$ cat config.mk
export PLATFORM = sky130hd
export DESIGN_NAME = div_seq
export DESIGN_NICKNAME = d
export VERILOG_FILES = /design/src/rtl/div_seq.sv
export SDC_FILE = /design/constraint.sdc
export NUM_CORES = 1
export LEC_CHECK = 0
export BUFFER_PORTS_ARGS = -buffer_cell sky130_fd_sc_hd__buf_2
export CAP_MARGIN = 25
export CORE_ASPECT_RATIO = 1.2
export CORE_UTILIZATION = 62
export CTS_BUF_LIST = sky130_fd_sc_hd__clkbuf_16
export CTS_CLUSTER_SIZE = 20
export DETAILED_ROUTE_END_ITERATION = 8
export GPL_ROUTABILITY_DRIVEN = 0
export PLACE_DENSITY = 0.88
export SLEW_MARGIN = 20
export SYNTH_ARGS = -nofsm -noshare
export SYNTH_HDL_FRONTEND = slang
export SYNTH_SLANG_ARGS = --single-unit
$ cat constraint.sdc
create_clock -name clk -period 4.2 [get_ports clk]
set_input_delay 0.21 -clock clk [delete_from_list [all_inputs] [get_ports clk]]
set_output_delay 0.21 -clock clk [all_outputs]
set_load 0.005 [all_outputs]
$ cat src/rtl/div_seq.sv
// div_seq: sequential radix-2 restoring divider.
// One quotient bit per clock, signed or unsigned operands, divide-by-zero and
// signed-overflow flags, valid/ready handshake on the operand and result sides.
module div_seq #(
    parameter int DW = 26,  // dividend / quotient width
    parameter int VW = 11   // divisor / remainder width, 2 <= VW <= DW
) (
    input  logic          clk,
    input  logic          rst,
    input  logic          in_valid,
    output logic          in_ready,
    input  logic          in_sgn,
    input  logic [DW-1:0] in_did,
    input  logic [VW-1:0] in_div,
    output logic          out_valid,
    input  logic          out_ready,
    output logic [DW-1:0] quo,
    output logic [VW-1:0] rem,
    output logic          err,
    output logic          ovf
);

    localparam int CW = $clog2(DW + 1);

    typedef enum logic [1:0] {
        IDLE,
        CALC,
        FIX,
        DONE
    } state_t;

    state_t        state_q;
    logic [DW-1:0] dq_q;      // dividend bits shift out the top, quotient bits shift in the bottom
    logic [VW-1:0] dv_q;      // divisor magnitude
    logic [VW-1:0] pr_q;      // partial remainder, always < divisor so VW bits hold it
    logic [CW-1:0] cnt_q;     // iterations completed
    logic          neg_q_q;   // quotient must be negated
    logic          neg_r_q;   // remainder must be negated (follows dividend sign)
    logic          ovf_pend_q;
    logic [DW-1:0] quo_q;
    logic [VW-1:0] rem_q;
    logic          err_q;
    logic          ovf_q;

    // Operand magnitudes at accept; |-2^(N-1)| still fits N unsigned bits.
    logic [DW-1:0] did_mag;
    logic [VW-1:0] div_mag;
    logic          is_ovf;

    // Single restoring iteration on the current datapath registers.
    logic [VW:0]   pr_sh;
    logic          take;
    logic [VW-1:0] pr_d;
    logic [DW-1:0] dq_d;

    // Accept-time operand conditioning.
    always_comb begin
        // NOTE: every always_comb output gets a default first so no path leaves it unassigned (no latch).
        did_mag = in_did;
        div_mag = in_div;
        if (in_sgn && in_did[DW-1]) did_mag = -in_did;
        if (in_sgn && in_div[VW-1]) div_mag = -in_div;
        is_ovf  = in_sgn && (in_did == {1'b1, {(DW-1){1'b0}}}) && (in_div == '1);
    end

    // Compare-and-subtract step; the VW+1-bit shifted remainder keeps the compare exact.
    always_comb begin
        pr_sh = {pr_q, dq_q[DW-1]};
        take  = (pr_sh >= {1'b0, dv_q});
        pr_d  = pr_sh[VW-1:0];
        if (take) pr_d = pr_sh[VW-1:0] - dv_q;  // true difference is < divisor, low bits are exact
        dq_d  = {dq_q[DW-2:0], take};
    end

    // Control FSM plus datapath and registered result outputs.
    always_ff @(posedge clk) begin
        // NOTE: sequential state uses non-blocking assignments so every register samples pre-edge values.
        if (rst) begin
            state_q    <= IDLE;
            dq_q       <= '0;
            dv_q       <= '0;
            pr_q       <= '0;
            cnt_q      <= '0;
            neg_q_q    <= 1'b0;
            neg_r_q    <= 1'b0;
            ovf_pend_q <= 1'b0;
            quo_q      <= '0;
            rem_q      <= '0;
            err_q      <= 1'b0;
            ovf_q      <= 1'b0;
        end else begin
            case (state_q)
                IDLE: begin
                    if (in_valid) begin
                        if (in_div == '0) begin
                            quo_q   <= '1;
                            rem_q   <= '0;
                            err_q   <= 1'b1;
                            ovf_q   <= 1'b0;
                            state_q <= DONE;
                        end else begin
                            dq_q       <= did_mag;
                            dv_q       <= div_mag;
                            pr_q       <= '0;
                            cnt_q      <= '0;
                            neg_q_q    <= in_sgn & (in_did[DW-1] ^ in_div[VW-1]);
                            neg_r_q    <= in_sgn & in_did[DW-1];
                            ovf_pend_q <= is_ovf;
                            state_q    <= CALC;
                        end
                    end
                end
                CALC: begin
                    dq_q  <= dq_d;
                    pr_q  <= pr_d;
                    cnt_q <= cnt_q + CW'(1);
                    if (cnt_q == CW'(DW - 1)) state_q <= FIX;
                end
                FIX: begin
                    quo_q   <= neg_q_q ? -dq_q : dq_q;
                    rem_q   <= neg_r_q ? -pr_q : pr_q;
                    err_q   <= 1'b0;
                    ovf_q   <= ovf_pend_q;
                    state_q <= DONE;
                end
                DONE: begin
                    if (out_ready) state_q <= IDLE;
                end
                default: state_q <= IDLE;
            endcase
        end
    end

    assign in_ready  = (state_q == IDLE);
    assign out_valid = (state_q == DONE);
    assign quo       = quo_q;
    assign rem       = rem_q;
    assign err       = err_q;
    assign ovf       = ovf_q;

endmodule
==> results.ini <==
[drt]
initialDrtViolationCount = 485
ant_nets = 0
viasPerCell = 6.097
detail_route.first_pass.iterations = 5
num_vias = 5640
drt-total-wl_um = 14970
routedWlPerCell_um = 16.18
drc = 0

[worst_setup_path]
end_kind = register
crit_chain = inv_1, ha_1, nand2_1, a41oi_2, buf_4, a21o_1, buf_4, and2_1, nand2b_1, o311ai_0
cp_num_buf_inv = 3
reg2regPathDepth = 10
r2r_slack_ns = 1.07
slowest_delay_ns = 0.40
slowest_stage = o311ai_0
worst_path_most_repeated_cell = buf_4
arrival_ns = 3.36
critPathKind = reg -> reg
r2r_end = pr_q[10]
critPathTopFamily = compound AO/OA/AOI/OAI gates
crit_required_ns = 4.44
crit_fanout = 23
startpoint_type = register
reg2reg_from = state_q[0]

[placement]
post-dp-hpwl_um = 11070
io_buffers = 82

[cells_and_area]
final_common_cell = dfxtp_1
antenna_cells = 0
drive_above_1_share = 0.1491
multi_input_area_sq_um = 3621
layout_common_cells = 97 x dfxtp_1, 91 x nand2_1, 87 x nor2_1
register_area_sq_um = 1942
areaGrowthSynthToFinish_pct = 12.90
final_nets = 865
fillers = 697

[floorplan]
num_io_pins = 83
die_area_sq_um = 9779
chipWidth_um = 90.44
core_sq_um = 9081
start_util = 0.6408
die_h_um = 108.1
row_count = 38

[timing]
drv_slew = 0
worst_pin_slew_ns = 0.9784
rsz0062_at_grt = false
hold_viol = 0
setup_viol = 0
slew_headroom = 0.3477
period_needed_ns = 3.126
setup_tns_ns = 0
fin_skew_ns = 0.009521
clock.fmax_ghz = 0.3199
fin_crit_sh = 0.7442

[status]
status = finished, final reports clean

[clock_network]
cts_buffers = 9
clockBufferDepth = 2
clk_pin_slew_ns = 0.07
cts_num_sinks = 97
h-tree-depth = 3
clockRootBuffer = clkbuf_16
insertion_delay_ns = 0.35
cts_resized = 0
cts_tree = built
holdBufCountCts = 0
cts_setup_buffers = 0

[worst_hold_path]
holdPathStages = 3
hold_class = in -> reg
hold_start = in_div[1]
holdPathEnd = dv_q[1]

[power_and_ir_drop]
switchingPower_mw = 1.665
comb_power_share = 0.464
sequentialPowerShare = 0.339
p_leak_nw = 2.552
p_per_area_nw_per_um2 = 589.5
power.internal_mw = 2.208
p_clk_frac = 0.197
power.total_mw = 3.873
swShare = 0.4299
peakVddDrop_mv = 0.2826

[synth]
synth_warnings = 0
ys_seq_area_frac = 0.3337
avgSynthCellArea_sq_um = 7.843
ys.flop_type = dfxtp_1
async_flop_share = 0
syn-cell-area_sq_um = 5819
synth_edf_count = 0
synth_seq_cells = 97
synth_cell_types = 52
synth_nets = 807
synth_cells = 742

[grt]
overflow = 0
grt_pass1_vias = 5289
grt_max_degree = 56
grt_pass1_wl_um = 24870
grt.total_usage = 0.3161
antenna_found_initial = 0

[job]
max_cap_viol_count = 0

[layer usage]
layer,vias to the layer above,global-route usage,part of all wire
li1,2761,-,-
met1,2642,0.3744,0.42
met3,37,0.06470,0.047
met4,0,0.1486,0.028
met2,200,0.5507,0.51
met5,-,0,0
[sequential cells by signal, indices dropped and copies added, names as in the netlist]
register / cells
dq_q: 26
quo: 26
dv_q: 11
pr_q: 11
rem: 11
cnt_q: 5
state_q: 2
err: 1
neg_q_q: 1
neg_r_q: 1
ovf: 1
ovf_pend_q: 1
[through the flow]
| step | std cells | setup WS (ns) | utilization | hold slack, ns | instance area, sq um |
|---|---|---|---|---|---|
| 4_1_cts | 925 | 1.113 | 0.7235 | 0.1714 | 6570 |
| 6_report | 925 | 1.074 | 0.7235 | 0.1769 | 6570 |
| 2_1_floorplan | 742 | 1.499 | - | 0.3574 | 5819 |
| 5_1_grt | 925 | 0.8075 | 0.7235 | 0.1988 | 6570 |
| 3_3_place_gp | 909 | 1.440 | 0.6930 | 0.4695 | 6294 |
| 3_5_place_dp | 909 | 1.159 | 0.6937 | 0.4818 | 6300 |
[power groups by stage]
stage	clock network, mW	logic (mW)	registers [mW]
after detailed placement	0	1.76	1.32
final	0.765	1.80	1.31
after floorplan	0	1.34	1.26
after CTS	0.768	1.78	1.30
after global routing	0.814	1.99	1.33
after global placement	0	1.68	1.31
[synthesized netlist by cell type, types with 7 or more instances]
library cell | count | area share
a211oi_1 | 34 | 0.044
a21oi_1 | 49 | 0.042
a22oi_1 | 12 | 0.015
clkbuf_1 | 43 | 0.028
dfxtp_1 | 97 | 0.33
ha_1 | 22 | 0.047
inv_1 | 29 | 0.019
mux2i_1 | 15 | 0.026
nand2_1 | 91 | 0.059
nand2b_1 | 8 | 0.0086
nand3_1 | 7 | 0.0060
nor2_1 | 87 | 0.056
nor3_1 | 16 | 0.014
nor4_1 | 8 | 0.0086
o21ai_0 | 47 | 0.040
o31ai_1 | 13 | 0.017
or3_1 | 9 | 0.0097
xnor2_1 | 32 | 0.048
xor2_1 | 38 | 0.057
[worst register-to-register path: cells and delay by family, from the launching register on]
kind | cells | cell delay (ns)
buffers and inverters | 3 | 0.70
adders and majority gates | 1 | 0.37
AOI/OAI and AO/OA | 3 | 0.94
DFF | 1 | 0.34
and+or+nand+nor | 3 | 0.67
[worst max path at each step]
stage,start,endpoint,slack [ns],depth (start not counted)
floorplan,dq_q[10],quo[21],1.50,7
global placement,dq_q[10],quo[21],1.44,7
detailed placement,state_q[0],pr_q[10],1.16,10
CTS,state_q[0],pr_q[10],1.11,10
global route,state_q[0],pr_q[2],0.81,10
finish,state_q[0],pr_q[10],1.07,10
[area by class of cell]
class / instances / area share
multi-input cells: 572 / 0.5511
flip-flops and latches: 97 / 0.2956
repair buffers: 91 / 0.07275
clock buffers: 9 / 0.03428
well taps: 120 / 0.02285
inverters: 29 / 0.01657
clock inverters: 7 / 0.006856
[cell families after synthesis]
family / Yosys count / share of synthesized area
xor gates and xnor gates: 70 / 0.1054
adders and majority gates: 23 / 0.05074
buffers and inverters: 73 / 0.04708
and+or+nand+nor: 260 / 0.2051
DFF: 97 / 0.3337
muxes: 16 / 0.02774
AOI/OAI and AO/OA: 203 / 0.2303
No activity file was read; power rests on OpenSTA's default activity.
